## config.mk

```make
export PLATFORM = sky130hd
export DESIGN_NAME = prefetch_fetcher
export DESIGN_NICKNAME = d
export VERILOG_FILES = /design/src/rtl/gpu_pkg.sv /design/src/rtl/instr_fifo.sv /design/src/rtl/prefetch_fetcher.sv
export SDC_FILE = /design/constraint.sdc
export NUM_CORES = 1
export LEC_CHECK = 0
export ABC_AREA = 1
export BUFFER_PORTS_ARGS = -buffer_cell sky130_fd_sc_hd__buf_2
export CAP_MARGIN = 20
export CORE_MARGIN = 4
export CORE_UTILIZATION = 62
export DETAILED_ROUTE_END_ITERATION = 8
export MAX_ROUTING_LAYER = met4
export PLACE_DENSITY = 0.85
export SYNTH_ARGS = -nofsm -noshare
export SYNTH_HDL_FRONTEND = slang
export SYNTH_SLANG_ARGS = --single-unit
```

## constraint.sdc

```tcl
create_clock -name clk -period 3.9 [get_ports clk]
set_clock_uncertainty 0.15 [all_clocks]
set_input_delay 0.195 -clock clk [delete_from_list [all_inputs] [get_ports clk]]
set_output_delay 0.195 -clock clk [all_outputs]
set_load 0.05 [all_outputs]
```

## src/rtl/gpu_pkg.sv

```systemverilog
// Shared types for the instruction-fetch front end.
// Holds the request FSM state encoding used by prefetch_fetcher. The same
// encoding is exported on its fetcher_state debug port.
package gpu_pkg;

  typedef enum logic [1:0] {
    IDLE    = 2'd0,
    WAITING = 2'd1,
    DISCARD = 2'd2
  } fetcher_state_t;

endpackage

```

## src/rtl/instr_fifo.sv

```systemverilog
// Synchronous FIFO holding prefetched {pc, instr} entries.
// Ports:
//   clk, rst_n  clock, asynchronous active-low reset
//   push, din   write din at the tail (ignored when full unless popping)
//   pop         remove the head (ignored when empty)
//   flush       empty the FIFO; takes priority over push and pop
//   full, empty, count  occupancy status
//   head        head entry, forced to zero while empty
module instr_fifo #(
  parameter int WIDTH = 24,
  parameter int DEPTH = 4
) (
  input  logic                       clk,
  input  logic                       rst_n,
  input  logic                       push,
  input  logic                       pop,
  input  logic                       flush,
  input  logic [WIDTH-1:0]           din,
  output logic                       full,
  output logic                       empty,
  output logic [$clog2(DEPTH+1)-1:0] count,
  output logic [WIDTH-1:0]           head
);

  localparam int PW = $clog2(DEPTH);
  localparam int CW = $clog2(DEPTH + 1);

  logic [WIDTH-1:0] mem [DEPTH];
  logic [PW-1:0]    wr_ptr;
  logic [PW-1:0]    rd_ptr;
  logic             do_push;
  logic             do_pop;

  assign full    = (count == CW'(DEPTH));
  assign empty   = (count == '0);
  assign do_pop  = pop && !empty;
  assign do_push = push && (!full || do_pop);
  // Zero the head while empty so the consumer-facing outputs read zero
  // after reset and flush instead of stale storage.
  assign head    = empty ? '0 : mem[rd_ptr];

  // DEPTH is a power of two, so pointers wrap by natural overflow.
  always_ff @(posedge clk or negedge rst_n) begin
    if (!rst_n) begin
      wr_ptr <= '0;
      rd_ptr <= '0;
      count  <= '0;
    end else if (flush) begin
      wr_ptr <= '0;
      rd_ptr <= '0;
      count  <= '0;
    end else begin
      if (do_push) wr_ptr <= wr_ptr + 1'b1;
      if (do_pop)  rd_ptr <= rd_ptr + 1'b1;
      case ({do_push, do_pop})
        2'b10:   count <= count + 1'b1;
        2'b01:   count <= count - 1'b1;
        default: count <= count;
      endcase
    end
  end

  // Storage needs no reset: head is masked while empty.
  always_ff @(posedge clk) begin
    if (do_push && !flush) mem[wr_ptr] <= din;
  end

  a_no_overflow: assert property (@(posedge clk) disable iff (!rst_n)
    !(push && full && !pop));

endmodule

```

## src/rtl/prefetch_fetcher.sv

```systemverilog
// Instruction fetcher with prefetch buffer.
// Issues sequential program-memory reads ahead of the decode stage into a
// DEPTH-entry FIFO. A redirect flushes the FIFO, reloads the fetch PC and
// drops any response still in flight. One request outstanding at most.
// Ports:
//   fetch_en                  allow new requests (an outstanding one completes)
//   redirect_valid/_pc        load a new fetch PC and flush
//   prog_mem_read_valid/_addr registered read request
//   prog_mem_read_ready/_data one-cycle response strobe with data
//   instr_valid/_ready/_data/_pc  consumer side, head of the FIFO
//   fetcher_state             request FSM state (IDLE/WAITING/DISCARD)
// Handshakes: the request is held (valid and addr stable) until the
// one-cycle ready strobe; the consumer pops the head on any cycle where
// instr_valid && instr_ready, except when a redirect flushes that cycle.
module prefetch_fetcher
  import gpu_pkg::*;
#(
  parameter int                    ADDR_WIDTH  = 8,
  parameter int                    INSTR_WIDTH = 16,
  parameter int                    DEPTH       = 4,
  parameter logic [ADDR_WIDTH-1:0] RESET_PC    = '0
) (
  input  logic                   clk,
  input  logic                   rst_n,
  input  logic                   fetch_en,
  input  logic                   redirect_valid,
  input  logic [ADDR_WIDTH-1:0]  redirect_pc,
  output logic                   prog_mem_read_valid,
  output logic [ADDR_WIDTH-1:0]  prog_mem_read_addr,
  input  logic                   prog_mem_read_ready,
  input  logic [INSTR_WIDTH-1:0] prog_mem_read_data,
  output logic                   instr_valid,
  input  logic                   instr_ready,
  output logic [INSTR_WIDTH-1:0] instr_data,
  output logic [ADDR_WIDTH-1:0]  instr_pc,
  output logic [1:0]             fetcher_state
);

  localparam int CW = $clog2(DEPTH + 1);
  localparam int EW = ADDR_WIDTH + INSTR_WIDTH;

  fetcher_state_t        state;
  logic [ADDR_WIDTH-1:0] fetch_pc;
  logic [CW-1:0]         fifo_count;
  logic                  fifo_full;
  logic                  fifo_empty;
  logic [EW-1:0]         fifo_head;
  logic                  can_issue;
  logic                  fifo_push;
  logic                  fifo_pop;

  // Issue only from IDLE, where no push is pending, so plain occupancy is
  // the space check; pops this cycle are deliberately not credited.
  assign can_issue = fetch_en && !redirect_valid && (fifo_count < CW'(DEPTH));
  assign fifo_push = (state == WAITING) && prog_mem_read_ready && !redirect_valid;
  assign fifo_pop  = instr_valid && instr_ready;

  instr_fifo #(
    .WIDTH (EW),
    .DEPTH (DEPTH)
  ) u_fifo (
    .clk   (clk),
    .rst_n (rst_n),
    .push  (fifo_push),
    .pop   (fifo_pop),
    .flush (redirect_valid),
    .din   ({prog_mem_read_addr, prog_mem_read_data}),
    .full  (fifo_full),
    .empty (fifo_empty),
    .count (fifo_count),
    .head  (fifo_head)
  );

  assign instr_valid   = !fifo_empty;
  assign instr_pc      = fifo_head[EW-1:INSTR_WIDTH];
  assign instr_data    = fifo_head[INSTR_WIDTH-1:0];
  assign fetcher_state = state;

  always_ff @(posedge clk or negedge rst_n) begin
    if (!rst_n) begin
      state               <= IDLE;
      fetch_pc            <= RESET_PC;
      prog_mem_read_valid <= 1'b0;
      prog_mem_read_addr  <= '0;
    end else begin
      if (redirect_valid) fetch_pc <= redirect_pc;
      case (state)
        IDLE: begin
          if (can_issue) begin
            prog_mem_read_valid <= 1'b1;
            prog_mem_read_addr  <= fetch_pc;
            fetch_pc            <= fetch_pc + 1'b1;
            state               <= WAITING;
          end
        end
        WAITING: begin
          // A response coinciding with a redirect is simply dropped.
          if (prog_mem_read_ready) begin
            prog_mem_read_valid <= 1'b0;
            state               <= IDLE;
          end else if (redirect_valid) begin
            state <= DISCARD;
          end
        end
        DISCARD: begin
          if (prog_mem_read_ready) begin
            prog_mem_read_valid <= 1'b0;
            state               <= IDLE;
          end
        end
        default: begin
          prog_mem_read_valid <= 1'b0;
          state               <= IDLE;
        end
      endcase
    end
  end

  a_push_has_room: assert property (@(posedge clk) disable iff (!rst_n)
    fifo_push |-> !fifo_full);

endmodule

```

==> results.cfg <==
[worst_setup_path]
rrSetupSlack_ns = 1.46
crit_path_max_incr_delay_ns = 0.96
critPathMaxFanout = 26
critPathLaunchType = register
path_cells = inv_2 > nor2_1 > o21ai_0 > a21oi_1 > buf_2
crit_family = flip-flops
r2r_start = fetcher_state[1]
worst-setup-path-type = reg2out
crit_buf_inv = 2
cp.required_ns = 3.56
cp.depth = 5
slowest_stage = dfrtp_1
worstSetupEndpointType = output port
timing.rr.end = u_fifo.mem[1][15]
crit_arrival_ns = 2.83
reg2reg_depth = 7

[detailed_routing]
wirelength_um = 11400
antenna_left = 0
wl_per_cell_um = 16.7
wl_met2_um = 6090
drcViolationCount = 0
drt-vias-per-instance = 5.50
wl_met3_um = 660
top_layer = met4
drt_iter0_markers = 273
firstDrtPassIters = 6
num_vias = 3764
wl_met1_um = 4370

[pwr]
p_switching_w = 0.00196
power_per_cell_area_nw_per_um2 = 780
leakage_nw = 2.66
p_int_w = 0.00315
p_comb_frac = 0.328
swShare = 0.384
clkPwrFrac = 0.330
p_seq_frac = 0.342
max-vdd-ir-drop_uv = 470

[logic_synthesis]
syn-num-nets = 504
syn_area_per_cell_um2 = 11.1
synth_cells = 465
synth_compound_area_frac = 0.103
synth_seq_area_share = 0.682
synth.area.mux_share = 0.00193
synth_area_um2 = 5180
synthSimpleGateAreaFrac = 0.137
synth_xor_area_frac = 0.00676
synth_top_family_by_area = simple AND/OR/NAND/NOR gates
post_synth_num_cell_types = 31
synth.ff_latch_count = 122
synth-adder-area-share = 0.0232
ys_warn_count = 0

[placement]
gp_congestion = 0.886
numPortBuffers = 65
dp_hpwl_um = 6200
place_ws_ns = 1.33

[clock_network]
cts_setup_buffers = 0
cts_num_sinks = 122
h-tree-depth = 4
cts_buffer_depth = 2
clkLatencyLatePin_ns = 0.50
root_buffer = clkbuf_8
cts_tree = yes
cts_buffers = 17
cts.clk_slew.worst_paths_ns = 0.06
ctsResizeCount = 0

[grt]
antenna_found_initial = 0
groute.usage.overall = 0.254
grt_pass1_wl_um = 18500
gr-total-overflow = 0
grt_pass1_vias = 3942
grt_max_degree = 50

[floorplan]
die_y_um = 99.4
io-pin-count = 66
die_area_um2 = 9880
die_w_um = 99.4
initial_core_util = 0.634
core-area_um2 = 8180
rows = 33

[timing]
worst_pin_slew_ns = 0.945
relSlewSlack = 0.370
setup_viol = 0
hold_viol = 0
fmax_ghz = 0.315
timing.setup.tns_ns = 0
fin_crit_ns = 3.17
slew_viol_final = 0
fin_crit_sh = 0.814
rsz0062_at_grt = false
layout_setup_ws_ns = 0.727

[worst_hold_path]
min_path_type = in2reg
worstHoldEndpoint = fetch_pc[4]
min_path_cells = 4
hold_start = redirect_valid

[layout]
drive_above_1_share = 0.195
area_growth_pct = 26.4
n_antenna_cell = 0
nNetsFinal = 605
nFillCells = 453

[flow_run]
cap_viol_max_count = 0

[outcome]
outcome = complete, no violations
[synth_stat cells]
master    count  area, µm²
nor2_1      112        420
edfxtp_1     96       2880
o21ai_0      54        270
nand2_1      44        165
a21oi_1      31        155
dfrtp_1      26        651
inv_1        24       90.1
buf_2        12       60.1
o21ai_1      12       60.1
nand3_1      10       50.1
ha_1          8        100
clkbuf_1      6       22.5
inv_2         5       18.8
xor2_1        3       26.3
a31oi_1       2       12.5
buf_4         2       15.0
buf_6         2       22.5
nand3_2       2       20.0
nand4_1       2       12.5
fa_1          1       20.0
inv_4         1       6.26
mux2i_1       1       10.0
nand3_4       1       17.5
nor2_8        1       20.0
nor3_1        1       5.00
o211ai_1      1       7.51
o21a_1        1       7.51
o21ai_2       1       8.76
o22ai_1       1       6.26
o31ai_1       1       7.51
xnor2_1       1       8.76
[cells in the final DEF (no fill, tap or decap), types with 2 or more instances in the layout]
| master | Yosys | layout |
|---|---|---|
| a21oi_1 | 31 | 31 |
| a31oi_1 | 2 | 2 |
| buf_2 | 12 | 65 |
| buf_4 | 2 | 5 |
| bufinv_16 | 0 | 6 |
| clkbuf_16 | 0 | 16 |
| clkinv_1 | 0 | 3 |
| clkinv_2 | 0 | 2 |
| clkinvlp_4 | 0 | 2 |
| dfrtp_1 | 26 | 26 |
| dlygate4sd3_1 | 0 | 34 |
| edfxtp_1 | 96 | 96 |
| ha_1 | 8 | 8 |
| inv_1 | 24 | 24 |
| inv_2 | 5 | 5 |
| nand2_1 | 44 | 44 |
| nand3_1 | 10 | 10 |
| nand3_2 | 2 | 2 |
| nand4_1 | 2 | 2 |
| nor2_1 | 112 | 108 |
| nor2_2 | 0 | 4 |
| o21ai_0 | 54 | 54 |
| o21ai_1 | 12 | 12 |
| xor2_1 | 3 | 3 |
[cell families after synthesis]
group,count (synthesis)
xor gates and xnor gates,4
AOI/OAI and AO/OA,104
DFF,122
and+or+nand+nor,173
adders and majority gates,9
buffers and inverters,52
muxes,1
[routing by layer]
metal / global-route usage / vias to the layer above
met1: 0.289 / 1780
met4: 0.110 / 0
met5: - / -
li1: - / 1793
met3: 0.0540 / 27
met2: 0.434 / 164
[power by group through the flow]
stage	combinational [W]	sequential, W	clock (W)
floorplan	0.00112	0.00188	0
CTS	0.00167	0.00175	0.00170
global placement	0.00157	0.00176	0
detailed placement	0.00161	0.00177	0
finish	0.00167	0.00175	0.00169
global route	0.00180	0.00177	0.00178
[final cells by class]
type / count / area (µm²) / area share
inverter: 30 / 115 / 0.0176
timing repair buffer: 104 / 703 / 0.107
clock inverter: 14 / 225 / 0.0344
sequential: 122 / 3530 / 0.540
multi-input combinational: 291 / 1420 / 0.217
tap: 105 / 131 / 0.0201
clock buffer: 18 / 418 / 0.0638
[repair_timing]
action | 4_1_cts | 5_1_grt
hold buffers | 34 | 0
setup endpoints to repair | 0 | 0
hold endpoints to repair | 107 | 0
[worst max-delay path by stage]
stage                     start               end  slack [ns]
6_report       u_fifo.rd_ptr[1]       instr_pc[4]        0.73
5_1_grt        u_fifo.rd_ptr[1]       instr_pc[4]        0.54
4_1_cts        u_fifo.rd_ptr[1]       instr_pc[7]        0.74
3_5_place_dp   u_fifo.rd_ptr[1]    instr_data[11]        1.33
3_3_place_gp   u_fifo.rd_ptr[1]       instr_pc[3]        1.37
2_1_floorplan  fetcher_state[0]  u_fifo.mem[0][0]        1.13
[sequential cells by signal (all words and copies together), names as in the netlist]
signal	cells
u_fifo.count	3
u_fifo.wr_ptr	2
u_fifo.rd_ptr	2
fetcher_state	2
prog_mem_read_addr	8
u_fifo.mem	96
fetch_pc	8
prog_mem_read_valid	1
[worst min-delay path: stages]
cell      delay, ns
buf_2          0.19
nand2_1        0.09
o211ai_1       0.08
o21a_1         0.11
[metrics by stage]
step                utilization  cell area [µm²]  hold slack, ns  power, W  instances
finish                    0.801             6550          0.0644   0.00511        684
global route              0.801             6550          0.0868   0.00535        684
CTS                       0.801             6550          0.0401   0.00512        684
detailed placement        0.681             5560          0.0812   0.00338        618
global placement          0.681             5560          0.0734   0.00333        618
floorplan                     -             5180          -0.251   0.00300        465
Power figures use the tool's default switching activity.
